<file path="src/rtl/fetch_pkg.sv">
// Shared types and constants for the instruction fetch controller and its prefetch buffer.
package fetch_pkg;

    typedef enum logic {
        LOAD = 1'b0,
        RUN  = 1'b1
    } fetch_state_t;

    typedef struct packed {
        logic [31:0] pc;
        logic [31:0] inst;
    } fetch_entry_t;

    localparam logic [31:0] NOP       = 32'h0000_0013;
    localparam logic [31:0] WORD_MASK = 32'hFFFF_FFFC;

    function automatic logic [31:0] word_align(input logic [31:0] addr);
        return addr & WORD_MASK;
    endfunction

endpackage

</file>
<file path="src/rtl/fetch_fifo.sv">
// Prefetch buffer: DEPTH-entry FIFO of {pc, inst} with a registered head entry.
module fetch_fifo
    import fetch_pkg::*;
#(
    parameter int DEPTH = 2
) (
    input  logic        clk,
    input  logic        rst_n,
    input  logic        push,
    input  logic        pop,
    input  logic        flush,
    input  logic [31:0] push_pc,
    input  logic [31:0] push_inst,
    output logic [31:0] head_pc,
    output logic [31:0] head_inst,
    output logic        full,
    output logic        empty
);

    localparam int PTR_W = $clog2(DEPTH);
    localparam logic [PTR_W:0] FULL_CNT = (PTR_W + 1)'(DEPTH);

    fetch_entry_t     mem [DEPTH];
    fetch_entry_t     head_q;
    fetch_entry_t     head_n;
    fetch_entry_t     push_entry;
    logic [PTR_W-1:0] wr_ptr;
    logic [PTR_W-1:0] rd_ptr;
    logic [PTR_W-1:0] wr_n;
    logic [PTR_W-1:0] rd_n;
    logic [PTR_W:0]   count;
    logic [PTR_W:0]   cnt_n;
    logic             do_push;
    logic             do_pop;

    assign empty      = (count == '0);
    assign full       = (count == FULL_CNT);
    assign do_pop     = pop && !empty;
    assign do_push    = push && (!full || do_pop);
    assign push_entry = '{pc: push_pc, inst: push_inst};

    always_comb begin
        wr_n   = wr_ptr;
        rd_n   = rd_ptr;
        cnt_n  = count;
        head_n = mem[rd_ptr];
        if (flush) begin
            wr_n   = '0;
            rd_n   = '0;
            cnt_n  = '0;
            head_n = '{pc: 32'h0, inst: NOP};
        end else begin
            if (do_push) wr_n = wr_ptr + 1'b1;
            if (do_pop)  rd_n = rd_ptr + 1'b1;
            if (do_push && !do_pop)      cnt_n = count + 1'b1;
            else if (!do_push && do_pop) cnt_n = count - 1'b1;
            // The only slot written this cycle is wr_ptr, so the new head comes from there or from storage.
            if (do_push && (wr_ptr == rd_n)) head_n = push_entry;
            else                             head_n = mem[rd_n];
        end
    end

    always_ff @(posedge clk or negedge rst_n) begin
        if (!rst_n) begin
            for (int i = 0; i < DEPTH; i++) mem[i] <= '0;
            wr_ptr <= '0;
            rd_ptr <= '0;
            count  <= '0;
            head_q <= '0;
        end else begin
            if (do_push && !flush) mem[wr_ptr] <= push_entry;
            wr_ptr <= wr_n;
            rd_ptr <= rd_n;
            count  <= cnt_n;
            head_q <= head_n;
        end
    end

    assign head_pc   = head_q.pc;
    assign head_inst = head_q.inst;

endmodule

</file>
<file path="src/rtl/fetch_ctrl.sv">
// Fetch controller: loads instruction memory, then streams {pc, inst} to decode through a prefetch buffer.
//   state | meaning
//   LOAD  | loader owns imem writes; no fetch; buffer empty
//   RUN   | sequential fetch into the buffer; redirect flushes; halt returns to LOAD
module fetch_ctrl
    import fetch_pkg::*;
#(
    parameter logic [31:0] RESET_PC = 32'h0000_0000,
    parameter int          ADDR_W   = 12,
    parameter int          DEPTH    = 2
) (
    input  logic        clk,
    input  logic        rst_n,
    output logic [31:0] imem_addr,
    input  logic [31:0] imem_inst,
    output logic        imem_we,
    output logic [31:0] imem_wdata,
    input  logic        ld_valid,
    output logic        ld_ready,
    input  logic [31:0] ld_addr,
    input  logic [31:0] ld_data,
    input  logic        ld_done,
    input  logic        halt_req,
    input  logic        redir_valid,
    input  logic [31:0] redir_pc,
    output logic        if_valid,
    input  logic        if_ready,
    output logic [31:0] if_pc,
    output logic [31:0] if_inst,
    output logic        running
);

    if (DEPTH < 2 || (DEPTH & (DEPTH - 1)) != 0) begin : g_bad_depth
        $error("fetch_ctrl: DEPTH must be a power of two >= 2");
    end
    if (ADDR_W < 1 || ADDR_W > 30) begin : g_bad_addr_w
        $error("fetch_ctrl: ADDR_W must be within 1..30");
    end

    fetch_state_t state;
    fetch_state_t state_n;
    logic [31:0]  fetch_pc;
    logic [31:0]  pc_n;
    logic         push;
    logic         pop;
    logic         flush;
    logic         full;
    logic         empty;

    fetch_fifo #(.DEPTH(DEPTH)) u_fifo (
        .clk       (clk),
        .rst_n     (rst_n),
        .push      (push),
        .pop       (pop),
        .flush     (flush),
        .push_pc   (fetch_pc),
        .push_inst (imem_inst),
        .head_pc   (if_pc),
        .head_inst (if_inst),
        .full      (full),
        .empty     (empty)
    );

    assign if_valid   = (state == RUN) && !empty;
    assign running    = (state == RUN);
    assign imem_wdata = ld_data;

    always_comb begin
        state_n   = state;
        pc_n      = fetch_pc;
        push      = 1'b0;
        pop       = 1'b0;
        flush     = 1'b0;
        ld_ready  = 1'b0;
        imem_we   = 1'b0;
        imem_addr = word_align(fetch_pc);
        case (state)
            LOAD: begin
                // rst_n gating keeps the write strobe dead for the whole reset window.
                ld_ready  = rst_n;
                imem_we   = rst_n && ld_valid;
                imem_addr = word_align(ld_addr);
                if (ld_done) begin
                    state_n = RUN;
                    pc_n    = word_align(RESET_PC);
                    flush   = 1'b1;
                end
            end
            RUN: begin
                if (halt_req) begin
                    state_n = LOAD;
                    flush   = 1'b1;
                end else if (redir_valid) begin
                    flush = 1'b1;
                    pc_n  = word_align(redir_pc);
                end else begin
                    pop = if_valid && if_ready;
                    if (!full || pop) begin
                        push = 1'b1;
                        pc_n = fetch_pc + 32'd4;
                    end
                end
            end
            default: state_n = LOAD;
        endcase
    end

    always_ff @(posedge clk or negedge rst_n) begin
        if (!rst_n) begin
            state    <= LOAD;
            fetch_pc <= word_align(RESET_PC);
        end else begin
            state    <= state_n;
            fetch_pc <= pc_n;
        end
    end

endmodule

</file>
<file path="config.mk">
export PLATFORM = sky130hd
export DESIGN_NAME = fetch_ctrl
export DESIGN_NICKNAME = d
export VERILOG_FILES = /design/src/rtl/fetch_pkg.sv /design/src/rtl/fetch_fifo.sv /design/src/rtl/fetch_ctrl.sv
export SDC_FILE = /design/constraint.sdc
export NUM_CORES = 1
export LEC_CHECK = 0
export ABC_AREA = 1
export BUFFER_PORTS_ARGS = -buffer_cell sky130_fd_sc_hd__buf_2
export CORE_ASPECT_RATIO = 2
export CORE_MARGIN = 2
export CORE_UTILIZATION = 30
export DETAILED_ROUTE_END_ITERATION = 8
export SLEW_MARGIN = 10
export SYNTH_ARGS = -nofsm -noshare
export SYNTH_HDL_FRONTEND = slang
export SYNTH_SLANG_ARGS = --single-unit
</file>
<file path="constraint.sdc">
create_clock -name clk -period 2.7 [get_ports clk]
set_clock_uncertainty 0.2 [all_clocks]
set_input_delay 0.54 -clock clk [delete_from_list [all_inputs] [get_ports clk]]
set_output_delay 0.54 -clock clk [all_outputs]
set_load 0.01 [all_outputs]
</file>
==> run_results.csv, run 1 <==
group,metric,value,unit
route,drc,0,
logic_synthesis,synth_ff_type,"dfrtp_1",
clock_network,path_clk_slew,0.07,ns
critical_path,ff2ff_path_depth,11,
clock_network,clk-insertion-delay-late,0.53,ns
route,dr.pass1.iters,6,
clock_network,cts.root.buffer_cell,"clkbuf_16",
clock_network,cts_buffers,23,
global_route,track_usage,0.1839,
route,viasPerCell,4.743,
power,p_per_area,803.5,nW/um^2
power,vdd_drop_max,349.0,uV
cells_and_area,multiInputGateArea,4741,sq um
floorplanning,die_h,283.8,microns
min_path,hp-class,"primary input to flip-flop",
timing,slew_headroom,0.3545,
timing,worst_slew_pin_slew,0.9682,ns
timing,hold_viol,0,
floorplanning,io_pins,267,
global_route,grt_max_degree,137,
route,drt-initial-drc-count,658,
clock_network,post-cts-setup-buffer-count,0,
timing,finalCriticalPeriod,2.526,ns
place,place_congestion,1.007,
power,power,11.18,mW
min_path,min_to,"fetch_pc[16]",
logic_synthesis,synth_seq_area_share,0.4731,
timing,rsz0062_at_grt,"no",
logic_synthesis,synth_adder_area_share,0.001066,
clock_network,cts_tree,"built",
logic_synthesis,synthArstFlopShare,1.000,
min_path,min_from,"redir_pc[16]",
route,vias,10880,
critical_path,rrSetupSlack,0.25,ns
logic_synthesis,synthDistinctLibCells,32,
logic_synthesis,syn_inst,1624,
clock_network,cts_sinks,222,
logic_synthesis,syn_area,11740,sq um
timing,hold_ws,0.05689,ns
floorplanning,die_area,40840,sq um
place,dp_hpwl,25300,microns
floorplanning,core_area,38670,sq um
logic_synthesis,syn_area_per_cell,7.231,sq um
cells_and_area,syn_to_final_growth,18.46,%
critical_path,critPathRequiredTime,1.96,ns
cells_and_area,seqCellArea,5555,sq um
timing,fmax,395.8,MHz
logic_synthesis,synth_compound_area_frac,0.08173,
timing,finalSetupViolCount,0,
timing,tns,0,ns
place,placedCellCount,2251,
critical_path,r2r-start,"running",
outcome,outcome,"complete, no violations",
global_route,antenna_found_initial,0,
global_route,grt-ovfl-total,0,
route,ant_nets,0,
cells_and_area,stdcell_count,2294,
cells_and_area,layout-drive-gt1-share,0.1630,
logic_synthesis,synth_top_family_by_area,"simple AND/OR/NAND/NOR gates",
cells_and_area,final_common_cell,"nand2_1",
critical_path,end_kind,"output pin",
route,wl_per_cell,16.12,microns
logic_synthesis,ys_warn_count,0,
critical_path,start_kind,"flip-flop",
clock_network,htree_levels,1,
flow_run,maxCapViolations,0,
logic_synthesis,synth-xor-area-share,0.003729,
floorplanning,die_w,143.9,microns
critical_path,cp_max_fo,61,
cells_and_area,fin_nets,1893,
cells_and_area,fillers,4091,
critical_path,cp_data_arrival_time,1.79,ns
place,io_buffers,196,
route,wl,36970,microns
timing,slew_violations,0,
cells_and_area,final_cell_mix,"nand2_1 (483), nand3_1 (229), dfrtp_1 (222)",
floorplanning,initial_utilization,0.3037,
min_path,min_path_cells,3,
logic_synthesis,synth_edf_count,0,
logic_synthesis,ys_seq_elements,222,
floorplanning,core.rowCount,102,
power,power_leakage,7.383,nW
global_route,grt_pass1_wl,58650,microns
critical_path,path_class,"flip-flop to output pin",
logic_synthesis,synth_simple_gate_area_frac,0.3124,
clock_network,clock_path_buffers,3,
global_route,grt_pass1_vias,10810,
critical_path,worst_r2r_endpoint,"u_fifo.head_pc[25]",
logic_synthesis,synthMuxAreaShare,0.002557,
timing,fin_crit_sh,0.9357,
per-layer routing:
| layer | routed length [microns] | vias to the layer above | global-route usage |
|---|---|---|---|
| met5 | 0 | - | 0 |
| met4 | 1988 | 0 | 0.1022 |
| met2 | 19530 | 390 | 0.3330 |
| met1 | 13580 | 5068 | 0.2077 |
| met3 | 1872 | 105 | 0.01603 |
| li1 | - | 5317 | - |
synth_stat cells (2+ instances only):
| cell | instances | share of area |
|---|---|---|
| nand2_1 | 485 | 0.16 |
| nand3_1 | 229 | 0.098 |
| dfrtp_1 | 222 | 0.47 |
| inv_1 | 198 | 0.063 |
| o21ai_0 | 145 | 0.062 |
| nor2_1 | 131 | 0.042 |
| buf_2 | 37 | 0.016 |
| buf_4 | 37 | 0.024 |
| clkbuf_1 | 35 | 0.011 |
| o21ai_1 | 23 | 0.0098 |
| buf_1 | 14 | 0.0045 |
| nor3_1 | 13 | 0.0055 |
| o22ai_1 | 10 | 0.0053 |
| nand4_1 | 7 | 0.0037 |
| buf_6 | 6 | 0.0058 |
| nand2_2 | 5 | 0.0027 |
| xor2_1 | 5 | 0.0037 |
| mux2i_1 | 3 | 0.0026 |
| nand3_2 | 3 | 0.0026 |
| a21oi_1 | 2 | 0.00085 |
| inv_2 | 2 | 0.00064 |
| o211ai_1 | 2 | 0.0013 |
critical path, stage by stage, from the launching register on:
cell and delay, ns:
dfrtp_1 0.48, inv_2 0.16, buf_12 0.24, nand2_1 0.08
o21ai_0 0.09, buf_2 0.16
metrics by stage:
step,setup slack (ns),util,instance area [sq um]
3_5_place_dp,0.1820,0.3392,13120
2_1_floorplan,0.6418,-,11750
4_1_cts,0.001328,0.3594,13900
3_3_place_gp,0.1944,0.3392,13120
5_1_grt,0.06168,0.3596,13910
6_report,0.1737,0.3597,13910
where the power goes:
| part | total [mW] | switching (mW) | internal [mW] |
|---|---|---|---|
| Combinational | 3.08 | 1.91 | 1.17 |
| Sequential | 4.79 | 0.543 | 4.25 |
| Clock | 3.30 | 1.37 | 1.92 |
flip-flops by register name (all words and copies together), names as in the netlist:
register          cells
fetch_pc             30
running               1
u_fifo.count          2
u_fifo.head_inst     32
u_fifo.head_pc       31
u_fifo.mem          124
u_fifo.rd_ptr         1
u_fifo.wr_ptr         1
how the worst max path moves through the flow:
| stage | slack [ns] | endpoint | start | cells after the start |
|---|---|---|---|---|
| after global routing | 0.06 | imem_addr[10] | running | 5 |
| final | 0.17 | imem_addr[26] | running | 5 |
| after detailed placement | 0.18 | u_fifo.head_pc[25] | redir_valid | 12 |
| after CTS | 0.001 | imem_addr[27] | running | 5 |
| after floorplan | 0.64 | u_fifo.head_pc[24] | redir_valid | 13 |
| after global placement | 0.19 | u_fifo.head_pc[25] | redir_valid | 12 |
timing repair:
action	4_1_cts	5_1_grt
endpoints found under the hold margin	38	0
hold buffers	1	0
endpoints found under the setup margin	30	29
resized for setup	1	3
cells by family (layout without fill, tap and decap cells):
logic type               after synthesis  count (layout)
adder cells (fa/ha/maj)                1               1
buffers and inverters                330             477
multiplexers                           3               3
AO/OA/AOI/OAI                        185             185
AND/OR/NAND/NOR                      877             877
XOR/XNOR                               5               5
flip-flops                           222             222
other                                  1               4
final cells by class:
cell class / count / share of cell area
inverters: 201 / 0.05424
clock buffers: 33 / 0.04839
multi-input cells: 1074 / 0.3408
flip-flops and latches: 222 / 0.3994
repair buffers: 235 / 0.1033
diodes: 1 / 0.0001799
well taps: 520 / 0.04678
clock inverters: 8 / 0.006926
(Power assumes the default switching activity.)
==> inputs of run 2 (changes only) <==
- CELL_PAD_IN_SITES_DETAIL_PLACEMENT: not set -> 0
- CELL_PAD_IN_SITES_GLOBAL_PLACEMENT: not set -> 2
- CORE_MARGIN: 2 -> not set
- PLACE_DENSITY_LB_ADDON: not set -> 0.1
==> run 2 against run 1 <==
Net effect: worst setup slack improved by 0.0093 ns; routed wire length increased by 9.9%; count of clock-buffer cells in the layout increased by 5; utilization increased by 0.35 points; via count decreased by 1.8%.
==> run_results.csv, run 2 (synthesized netlist as in run 1, its figures left out) <==
group,metric,value,unit
clock_network,cts_tree,"built",
route,vias,10690,
outcome,outcome,"complete, no violations",
critical_path,worst_r2r_endpoint,"u_fifo.count[0]",
critical_path,start_kind,"flip-flop",
cells_and_area,final_cell_mix,"nand2_1 (483), nand3_1 (229), dfrtp_1 (222)",
cells_and_area,syn_to_final_growth,19.61,%
cells_and_area,stdcell_count,2305,
global_route,antenna_found_initial,1,
cells_and_area,layout-drive-gt1-share,0.1659,
global_route,grt_pass1_wl,62490,microns
clock_network,cts_buffers,24,
global_route,grt_max_degree,134,
clock_network,cts.root.buffer_cell,"clkbuf_16",
min_path,min_path_cells,3,
timing,rsz0062_at_grt,"no",
cells_and_area,regMostFlops,"u_fifo.mem",
route,drt-initial-drc-count,504,
floorplanning,die_h,281.8,microns
cells_and_area,fillers,4261,
global_route,grt-ovfl-total,0,
global_route,track_usage,0.2077,
route,drc,0,
route,met3_length,1335,microns
floorplanning,core_area,38670,sq um
critical_path,cp_data_arrival_time,1.78,ns
timing,fin_crit_sh,0.9322,
min_path,min_to,"fetch_pc[18]",
place,dp_hpwl,27590,microns
power,p_per_area,792.6,nW/um^2
power,power_leakage,7.450,nW
timing,worst_slew_pin_slew,0.7995,ns
cells_and_area,fin_nets,1904,
route,wl_met1,15950,microns
floorplanning,die_w,141.9,microns
floorplanning,core.rowCount,102,
clock_network,cts_sinks,222,
critical_path,r2r-start,"running",
route,wl_met2,21440,microns
clock_network,post-cts-setup-buffer-count,0,
critical_path,rrSetupSlack,0.30,ns
route,viasPerCell,4.637,
power,power,11.13,mW
clock_network,clock_path_buffers,3,
timing,hold_viol,0,
min_path,hp-class,"primary input to flip-flop",
route,wl,40620,microns
floorplanning,initial_utilization,0.3037,
timing,fmax,397.3,MHz
critical_path,slowest_delay,0.48,ns
route,maxUsedRoutingLayer,"met4",
flow_run,maxCapViolations,0,
clock_network,clk-insertion-delay-late,0.54,ns
route,ant_nets,0,
critical_path,critPathRequiredTime,1.96,ns
critical_path,ff2ff_path_depth,9,
clock_network,htree_levels,1,
timing,tns,0,ns
timing,slew_headroom,0.4670,
timing,hold_ws,0.04871,ns
timing,finalCriticalPeriod,2.517,ns
timing,finalSetupViolCount,0,
critical_path,slowest_stage,"dfrtp_1",
place,place_congestion,0.8456,
clock_network,path_clk_slew,0.06,ns
timing,slew_violations,0,
critical_path,path_class,"flip-flop to output pin",
cells_and_area,final_common_cell,"nand2_1",
cells_and_area,largest_reg_flops,124,
global_route,grt_pass1_vias,10610,
route,wl_per_cell,17.62,microns
place,placedCellCount,2261,
critical_path,critical_path.cell_chain,"inv_2 > buf_12 > nand2_1 > o21ai_0 > buf_2",
critical_path,cp_max_fo,61,
power,vdd_drop_max,383.8,uV
min_path,min_from,"redir_pc[18]",
place,io_buffers,196,
floorplanning,io_pins,267,
floorplanning,die_area,39980,sq um
critical_path,end_kind,"output pin",
route,dr.pass1.iters,5,
[run 2: cell types whose count changed in the layout (fill, tap and decap cells not counted), sizes merged]
| cell | change |
|---|---|
| inv | -1 |
| clkinvlp | -1 |
| clkbuf | +5 |
| bufinv | -2 |
| buf | +10 |
[run 2: how the worst max path moves through the flow]
stage / startpoint / endpoint / slack, ns
floorplan: redir_valid / u_fifo.head_pc[24] / 0.64
global placement: redir_valid / u_fifo.head_inst[10] / 0.21
detailed placement: redir_valid / u_fifo.head_inst[10] / 0.21
CTS: running / imem_addr[2] / 0.02
global route: running / imem_addr[25] / 0.005
finish: running / imem_addr[25] / 0.18
[run 2: repair_timing]
item	4_1_cts	5_1_grt
gates resized for setup	1	3
hold endpoints to repair	10	0
hold buffers	1	0
setup endpoints to repair	30	30
[run 2: final cells by class]
type                    count  area [sq um]  share of cell area
well taps                 520         650.6             0.04633
diodes                      1         2.502           0.0001782
clock inverters             4         20.02            0.001425
repair buffers            245          1574              0.1121
inverters                 201         754.5             0.05372
clock buffers              38         724.4             0.05158
flip-flops and latches    222          5555              0.3955
multi-input cells        1074          4763              0.3392
[run 2: metrics by stage]
| stage | setup WS, ns | utilization | instance area, sq um |
|---|---|---|---|
| finish | 0.1830 | 0.3632 | 14040 |
| global route | 0.004954 | 0.3631 | 14040 |
| CTS | 0.02059 | 0.3629 | 14030 |
| detailed placement | 0.2139 | 0.3433 | 13280 |
| global placement | 0.2106 | 0.3433 | 13280 |
| floorplan | 0.6418 | - | 11750 |
[run 2: power by group]
group	internal [mW]	total (mW)	switching, mW
registers	4.25	4.78	0.532
clock network	1.83	3.24	1.41
logic	1.19	3.11	1.92
[run 2: metal layers]
layer / vias to the layer above / GRT usage
li1: 5327 / -
met1: 5038 / 0.2322
met2: 261 / 0.3897
met3: 62 / 0.01970
met4: 0 / 0.09870
met5: - / 0
[run 2: critical path, delay by kind of cell, from the launching register on]
| kind | cells | cell delay [ns] |
|---|---|---|
| flops | 1 | 0.48 |
| compound gates | 1 | 0.08 |
| buf+inv | 3 | 0.58 |
| simple gates | 1 | 0.07 |
==> inputs of run 3 (changes only) <==
--- a/config.mk
+++ b/config.mk
@@ -14,4 +14,5 @@
 export DETAILED_ROUTE_END_ITERATION = 8
 export PLACE_DENSITY_LB_ADDON = 0.1
+export REMOVE_ABC_BUFFERS = 1
 export SLEW_MARGIN = 10
 export SYNTH_ARGS = -nofsm -noshare
==> constraint.sdc (replaced) <==
create_clock -name clk -period 2.45 [get_ports clk]
set_clock_uncertainty 0.2 [all_clocks]
set_input_delay 0.3675 -clock clk [delete_from_list [all_inputs] [get_ports clk]]
set_output_delay 0.3675 -clock clk [all_outputs]
set_load 0.01 [all_outputs]
==> run 3 against run 2 <==
Net effect: largest power group unchanged; utilization is 1.6 points higher; total power rose by 11%; flip-flop and latch count unchanged; sequential power increased by 10%; count of clock-buffer cells in the layout shrank 2; global-route usage up 0.31 points; combinational power rose by 14%; critical endpoint is now u_fifo.mem[71]; worst setup slack gained 0.012 ns.
==> run_results.csv, run 3 (synthesized netlist as in run 1, its figures left out) <==
group,metric,value,unit
outcome,outcome,"complete, no violations",
timing,setup_slack,0.1948,ns
critical_path,path_class,"flip-flop to flip-flop",
critical_path,r2r-start,"running",
critical_path,end_kind,"flip-flop",
global_route,grt_pass1_vias,10880,
cells_and_area,antenna_cells,0,
clock_network,htree_levels,1,
timing,slew_violations,0,
floorplanning,die_w,141.9,microns
place,place_congestion,0.8654,
cells_and_area,layout-drive-gt1-share,0.1646,
cells_and_area,final_cell_mix,"nand2_1 (483), nand3_1 (229), dfrtp_1 (222)",
critical_path,cp_max_fo,48,
cells_and_area,final_cell_area,14680,sq um
global_route,grt-ovfl-total,0,
timing,hold_viol,0,
clock_network,clk-insertion-delay-late,0.53,ns
critical_path,start_kind,"flip-flop",
cells_and_area,regMostFlops,"u_fifo.mem",
power,switching_power,4.258,mW
place,placedCellCount,2267,
route,ant_nets,0,
floorplanning,die_area,39980,sq um
clock_network,clock_path_buffers,3,
global_route,antenna_found_initial,0,
place,dp_hpwl,27710,microns
min_path,hp-class,"primary input to flip-flop",
power,comb_power_share,0.286,
min_path,min_path_cells,5,
cells_and_area,final_common_cell,"nand2_1",
route,vias,11000,
floorplanning,core_area,38670,sq um
power,power_leakage,7.730,nW
clock_network,post-cts-setup-buffer-count,0,
route,viasPerCell,4.646,
power,p_per_area,845.4,nW/um^2
route,wl,41390,microns
cells_and_area,fin_util,0.3796,
timing,finalCriticalPeriod,2.255,ns
route,drc,0,
cells_and_area,fillers,4203,
clock_network,cts_sinks,222,
cells_and_area,fin_nets,1969,
place,place_area,13310,sq um
route,dr.pass1.iters,4,
power,p_int,8.151,mW
critical_path,ff2ff_path_depth,8,
timing,tns,0,ns
cells_and_area,largest_reg_flops,124,
place,io_buffers,196,
clock_network,cts_buffers,24,
power,clkPwrFrac,0.289,
timing,fin_crit_sh,0.9205,
timing,fmax,443.4,MHz
floorplanning,io_pins,267,
global_route,grt_pass1_wl,63770,microns
timing,finalSetupViolCount,0,
timing,worst_slew_pin_slew,0.6438,ns
clock_network,cts_tree,"built",
cells_and_area,syn_to_final_growth,25.00,%
power,seqPwrFrac,0.425,
clock_network,path_clk_slew,0.06,ns
route,drt-initial-drc-count,571,
global_route,track_usage,0.2109,
critical_path,worst_r2r_endpoint,"u_fifo.mem[71]",
power,p_sw_frac,0.3431,
timing,hold_ws,0.01189,ns
timing,slew_headroom,0.5708,
place,dp_slack,0.1977,ns
flow_run,maxCapViolations,0,
global_route,grt_max_degree,108,
timing,rsz0062_at_grt,"no",
cells_and_area,stdcell_count,2367,
critical_path,rrSetupSlack,0.19,ns
min_path,min_to,"fetch_pc[22]",
critical_path,cp_data_arrival_time,2.46,ns
floorplanning,die_h,281.8,microns
critical_path,critPathRequiredTime,2.65,ns
power,vdd_drop_max,475.9,uV
clock_network,cts.root.buffer_cell,"clkbuf_16",
floorplanning,core.rowCount,102,
route,wl_per_cell,17.49,microns
floorplanning,initial_utilization,0.3037,
power,power,12.41,mW
min_path,min_from,"redir_pc[22]",
-- run 3: changes by cell type in the layout (fill, tap and decap cells not counted) --
cell           change
diode_2            -1
clkbuf_8           +2
dlygate4sd3_1     +59
buf_4              +7
buf_12             -1
clkbuf_1           -4
-- run 3: how the worst max path moves through the flow --
stage               slack (ns)     start  cells past startpoint              endpoint
detailed placement        0.20  if_ready                     11    u_fifo.head_pc[30]
floorplan                -1.50   running                      6       u_fifo.mem[100]
CTS                       0.03   running                      5         imem_addr[12]
global route              0.06   running                      5         imem_addr[14]
global placement          0.22  if_ready                     11  u_fifo.head_inst[30]
finish                    0.19   running                      8        u_fifo.mem[71]
-- run 3: power by group through the flow --
stage	sequential [mW]	clock [mW]	combinational, mW
2_1_floorplan	5.27	0	2.13
3_3_place_gp	5.31	0	3.51
3_5_place_dp	5.33	0	3.55
4_1_cts	5.27	3.75	3.64
5_1_grt	5.40	3.86	4.12
6_report	5.27	3.59	3.55
-- run 3: per-layer routing --
layer | GRT usage | vias to the layer above | share of wire
li1 | - | 5460 | -
met1 | 0.2409 | 5189 | 0.40
met2 | 0.3911 | 295 | 0.53
met3 | 0.03125 | 50 | 0.041
met4 | 0.07499 | 2 | 0.029
met5 | 0.01629 | - | 0.0012
-- run 3: timing repair --
item | 4_1_cts | 5_1_grt
pin swaps | 0 | 0
setup endpoints to repair | 30 | 27
gates resized for setup | 1 | 3
cloned | 0 | 0
hold endpoints to repair | 268 | 0
hold buffers | 60 | 0
-- run 3: area by class of cell --
cell class	instances	area, sq um	area share
clock inverters	4	20.02	0.001364
well taps	520	650.6	0.04433
multi-input cells	1074	4763	0.3245
repair buffers	310	2197	0.1497
flip-flops and latches	222	5555	0.3785
clock buffers	36	737.0	0.05021
inverters	201	754.5	0.05140
-- run 3: worst max-delay path, cell delays in order (launching register included) --
cell     delay, ns
dfrtp_1       0.40
inv_2         0.09
nor2_2        0.23
nand2_2       0.14
a21oi_4       0.39
nand2_4       0.23
buf_12        0.24
nand2_1       0.08
o21ai_0       0.08
